$ cat src/rtl/mmio_user_io_hub.sv
// Memory-mapped user I/O hub: LEDs, synchronized switches, a button-event FIFO and cycle/instruction counters.
// Define MMIO_FIFO_OVF_EN to add a sticky overflow flag (STATUS[2]) and a drop counter at 0x20.
module mmio_user_io_hub #(
    parameter int LED_W      = 6,
    parameter int SW_W       = 2,
    parameter int BTN_W      = 3,
    parameter int FIFO_DEPTH = 32
) (
    input  logic             clk,
    input  logic             rst,
    input  logic             req_valid,
    input  logic             req_we,
    input  logic [7:0]       req_addr,
    input  logic [31:0]      req_wdata,
    output logic [31:0]      rd_data,
    output logic             rd_valid,
    input  logic             inst_retire,
    input  logic [SW_W-1:0]  switches,
    input  logic [BTN_W-1:0] buttons,
    output logic [LED_W-1:0] leds
);

    localparam int PTR_W = (FIFO_DEPTH > 1) ? $clog2(FIFO_DEPTH) : 1;
    localparam int CNT_W = PTR_W + 1;
    localparam logic [CNT_W-1:0] DEPTH_C = CNT_W'(FIFO_DEPTH);

    localparam logic [5:0] A_STATUS = 6'h00;
    localparam logic [5:0] A_POP    = 6'h01;
    localparam logic [5:0] A_SW     = 6'h02;
    localparam logic [5:0] A_LEDS   = 6'h03;
    localparam logic [5:0] A_CYCLE  = 6'h04;
    localparam logic [5:0] A_INST   = 6'h05;
    localparam logic [5:0] A_CNTRST = 6'h06;
    localparam logic [5:0] A_COUNT  = 6'h07;
    localparam logic [5:0] A_OVF    = 6'h08;

    logic [5:0]       word;
    logic             rd_req, wr_req;
    logic [SW_W-1:0]  sw_s1, sw_s2;
    logic [BTN_W-1:0] btn_s1, btn_s2, btn_prev, btn_edge, evt_q;
    logic [1:0]       arm_cnt;
    logic [BTN_W-1:0] mem [FIFO_DEPTH];
    logic [PTR_W-1:0] wr_ptr, rd_ptr;
    logic [CNT_W-1:0] count;
    logic             fifo_empty, fifo_full, push, pop, drop;
    logic [31:0]      cycle_cnt, inst_cnt;
    logic             cnt_rst;
    logic [31:0]      rd_mux;
    logic             unused_bits;

    assign word        = req_addr[7:2];
    assign rd_req      = req_valid && !req_we;
    assign wr_req      = req_valid && req_we;
    assign unused_bits = ^{req_addr[1:0], req_wdata};

    assign fifo_empty = (count == '0);
    assign fifo_full  = (count == DEPTH_C);
    assign btn_edge   = btn_s2 & ~btn_prev;
    assign pop        = rd_req && (word == A_POP) && !fifo_empty;
    assign push       = (|evt_q) && (!fifo_full || pop);
    assign drop       = (|evt_q) && fifo_full && !pop;
    assign cnt_rst    = wr_req && (word == A_CNTRST);

`ifdef MMIO_FIFO_OVF_EN
    logic        ovf_flag;
    logic [15:0] drop_cnt;
    logic        ovf_clr;

    assign ovf_clr = rd_req && (word == A_OVF);

    always_ff @(posedge clk) begin
        if (rst) begin
            ovf_flag <= 1'b0;
            drop_cnt <= '0;
        end else if (ovf_clr) begin
            ovf_flag <= drop;
            drop_cnt <= {15'd0, drop};
        end else if (drop) begin
            ovf_flag <= 1'b1;
            if (drop_cnt != 16'hFFFF) drop_cnt <= drop_cnt + 16'd1;
        end
    end
`endif

    // Synchronizers; events are masked until the pipeline has seen post-reset
    // levels so a button held through reset does not look like a new press.
    always_ff @(posedge clk) begin
        if (rst) begin
            sw_s1    <= '0;
            sw_s2    <= '0;
            btn_s1   <= '0;
            btn_s2   <= '0;
            btn_prev <= '0;
            evt_q    <= '0;
            arm_cnt  <= '0;
        end else begin
            sw_s1    <= switches;
            sw_s2    <= sw_s1;
            btn_s1   <= buttons;
            btn_s2   <= btn_s1;
            btn_prev <= btn_s2;
            if (arm_cnt != 2'd3) arm_cnt <= arm_cnt + 2'd1;
            evt_q    <= (arm_cnt == 2'd3) ? btn_edge : '0;
        end
    end

    // Storage has no reset; pointers and count define what is valid.
    always_ff @(posedge clk) begin
        if (push) mem[wr_ptr] <= evt_q;
    end

    always_ff @(posedge clk) begin
        if (rst) begin
            wr_ptr <= '0;
            rd_ptr <= '0;
            count  <= '0;
        end else begin
            if (push) wr_ptr <= wr_ptr + PTR_W'(1);
            if (pop)  rd_ptr <= rd_ptr + PTR_W'(1);
            case ({push, pop})
                2'b10:   count <= count + CNT_W'(1);
                2'b01:   count <= count - CNT_W'(1);
                default: count <= count;
            endcase
        end
    end

    always_ff @(posedge clk) begin
        if (rst) begin
            cycle_cnt <= '0;
            inst_cnt  <= '0;
        end else if (cnt_rst) begin
            cycle_cnt <= '0;
            inst_cnt  <= '0;
        end else begin
            cycle_cnt <= cycle_cnt + 32'd1;
            if (inst_retire) inst_cnt <= inst_cnt + 32'd1;
        end
    end

    always_comb begin
        rd_mux = '0;
        case (word)
`ifdef MMIO_FIFO_OVF_EN
            A_STATUS: rd_mux = {29'd0, ovf_flag, fifo_full, fifo_empty};
            A_OVF:    rd_mux = {16'd0, drop_cnt};
`else
            A_STATUS: rd_mux = {30'd0, fifo_full, fifo_empty};
`endif
            A_POP:    rd_mux = fifo_empty ? 32'd0 : 32'(mem[rd_ptr]);
            A_SW:     rd_mux = 32'(sw_s2);
            A_LEDS:   rd_mux = 32'(leds);
            A_CYCLE:  rd_mux = cycle_cnt;
            A_INST:   rd_mux = inst_cnt;
            A_COUNT:  rd_mux = 32'(count);
            default:  rd_mux = '0;
        endcase
    end

    always_ff @(posedge clk) begin
        if (rst) begin
            rd_data  <= '0;
            rd_valid <= 1'b0;
            leds     <= '0;
        end else begin
            rd_valid <= rd_req;
            if (rd_req) rd_data <= rd_mux;
            if (wr_req && (word == A_LEDS)) leds <= req_wdata[LED_W-1:0];
        end
    end

endmodule

$ cat config.mk
export PLATFORM = sky130hd
export DESIGN_NAME = mmio_user_io_hub
export DESIGN_NICKNAME = d
export VERILOG_FILES = /design/src/rtl/mmio_user_io_hub.sv
export SDC_FILE = /design/constraint.sdc
export NUM_CORES = 1
export LEC_CHECK = 0
export CAP_MARGIN = 20
export CORE_ASPECT_RATIO = 1.1
export CORE_MARGIN = 2
export CORE_UTILIZATION = 45
export DETAILED_ROUTE_END_ITERATION = 8
export GPL_ROUTABILITY_DRIVEN = 1
export PLACE_DENSITY = 0.62
export SLEW_MARGIN = 40
export SYNTH_ARGS = -nofsm -noshare
export SYNTH_HDL_FRONTEND = slang
export SYNTH_SLANG_ARGS = --single-unit
$ cat constraint.sdc
create_clock -name clk -period 4.6 [get_ports clk]
set_clock_uncertainty 0.05 [all_clocks]
set_input_delay 0.69 -clock clk [delete_from_list [all_inputs] [get_ports clk]]
set_output_delay 0.69 -clock clk [all_outputs]
set_load 0.01 [all_outputs]
==> run metrics <==
register share of total power between 50% and 60%; Fin. Hold Viols 0; Sink Count about 240; most common cell after layout, fill and taps aside nor2_1; post-place instance area ~11000 um2; Initial Util about 45%; Final Cell Area between 10000 and 15000 um2; EDFF count, synth 96; RD Place Congestion roughly 0.8; CP Class input port to flip-flop; TritonCTS clock tree done; critical path peak fanout 13; vias in the first global route 6523; Syn Area/Cell approximately 11 um2; outcome completed; critical path arrival between 3000 and 4000 ps; TNS Setup 0 ps; highest clock rate between 0.2 and 0.3 GHz; Total GRT Usage 17.8%; combinational share of power 2.2%; Fin Hold WS around 390 ps; beginning of the critical path req_addr[3]; Reg clk slew, reported paths around 60 ps; Post-Syn Area 9980 um2; commonest non-fill, non-tap cells in the layout nor2_1, dfxtp_1, edfxtp_1; largest net degree at the start of global routing 73; io pins 89; reg2reg start count[1]; Req. time, crit path 4970 ps; Worst IR Drop VDD ~310 uV; filler-free cell count of the finished design 1266; Hold Startpoint sw_s1[1]; Die W between 100 and 150 um; Synth-to-Final Area Change 16.9%; floorplan row count 57; DR iter-0 viols approximately 320; FF+latch count, synth between 200 and 250; first-pass GRT wire length about 34 mm; PwrDens approximately 370 nW/um2; postcts setup bufs 0; CTS H-tree depth 1; leakage 0.00409 uW; share of cells above drive strength 1 a little over a tenth; Synthesized Nets 959; gr ovfl total 0; Internal around 3400 uW; WL final about 20 mm; clk root buf clkbuf_16; CTS resizes 0; CP Capture Type flip-flop; CTS buffer count 25; Via Count 6598; via/cell ratio 5.21; Sw Pwr between 800 and 900 uW; Warnings, synthesis 0; core area about 22000 um2; Tcrit/Tclk final 77.5%; n_diodes 0; DRT Pass-1 Iters 4; max-cap check violation count 0; Hold-fix buffers, CTS 0; Slew HR between 40% and 50%; RSZ-0062 raised after global routing no; fraction of registers with async set/reset 0%; initial antenna violation count 0; Most used DFF post-synth dfxtp_1; clock power share a little under half; Post-layout nets 1013; DRC viols 0; startpoint types input port; clock insertion delay at the later pin of the skew report between 500 and 600 ps; count of final setup violators 0; Cell Count Post-Placement roughly 1200; max-slew violations 0; sequential area share after synthesis 57.4%; Hold Path Class flip-flop to flip-flop; drt wl/cell ~16 um; Fillers ~2000; Sw Ratio between 20% and 30%; cells after synthesis 898; Period minus WS final 3560 ps; Worst Max-Slew Pin Slew 806 ps; die height 160 um; antenna-violating nets left 0; Max Root-Sink Buffers 3; port bufs 60; Die Footprint 23400 um2; hpwl dp 13.6 mm; Distinct cells, synth between 50 and 60
[state kept, by name (all words and copies together), names as in the netlist, named ones only]
register and cells:
inst_cnt 32, rd_ptr 5, rd_data 32, sw_s2 2, btn_prev 3, wr_ptr 5
mem 96, arm_cnt 2, sw_s1 2, evt_q 3, btn_s1 3, leds 6
cycle_cnt 32, btn_s2 3, rd_valid 1, count 6
[Yosys cell counts, types with 13 or more instances]
library cell,number,area (um2)
nand2_1,43,161
dfxtp_1,142,2840
nand3_1,31,155
a21oi_1,39,195
xnor2_1,24,210
mux2i_1,22,220
nand4_1,13,81.3
o21ai_0,18,90.1
nor2b_1,23,144
a221oi_1,13,114
edfxtp_1,96,2880
mux4_2,24,541
a22oi_1,32,240
nor2_1,182,683
xor2_1,45,394
clkbuf_1,32,120
[cell families after synthesis]
family | after synthesis | synth area share [%]
flops | 238 | 57.4
compound gates | 115 | 7.52
simple gates | 357 | 17.2
xor+xnor | 69 | 6.06
fa+ha+maj | 11 | 1.38
buf+inv | 59 | 2.53
mux | 49 | 7.96
[layer usage]
metal / track usage (%) / vias up / wire length (um)
met5: 0 / - / 0
met4: 4.59 / 0 / 503
met3: 2.71 / 34 / 730
met2: 32.2 / 104 / 10300
met1: 22.2 / 3162 / 8950
li1: - / 3298 / -
[path summary, 6_finish.rpt]
| path | to | slack [ps] | depth (start not counted) |
|---|---|---|---|
| min reg2reg | sw_s2[1] | 390 | 1 |
| max | count[4] | 1040 | 14 |
| min | sw_s2[1] | 390 | 1 |
| max reg2reg | count[4] | 1350 | 12 |
[critical path: stages]
cell and delay [ps]:
clkdlybuf4s50_1 470, nor4_1 670, nand3b_1 200, a31oi_2 250, inv_1 80, ha_1 200
buf_4 180, xor2_1 150, ha_1 180, a21o_1 180, a21o_1 180, a22oi_1 120
o21ai_0 130, a31o_2 250
[power groups by stage]
stage                     sequential (uW)  clock [uW]  combinational (uW)
after floorplan                      2250           0                55.8
after global placement               2250           0                94.9
after detailed placement             2250           0                95.7
after CTS                            2200        2030                96.0
after global routing                 2210        2120                 105
final                                2200        1980                93.8
[area by class of cell]
cell class                      instances  area, um2  share of cell area (%)
Sequential cell                       238       5730                    49.1
Multi-Input combinational cell        601       4000                    34.3
Clock buffer                           39        756                    6.48
Timing Repair Buffer                   75        708                    6.07
Tap cell                              295        369                    3.16
Clock inverter                          7       63.8                   0.547
Inverter                               11       41.3                   0.354
[metrics by stage]
step	utilization (%)	power, uW	worst slack, ps
final	53.1	4280	1040
after global routing	53.1	4430	705
after CTS	53.1	4330	1070
after detailed placement	49.4	2350	519
after global placement	49.4	2340	538
after floorplan	-	2300	1030
Power figures use the tool's default switching activity.
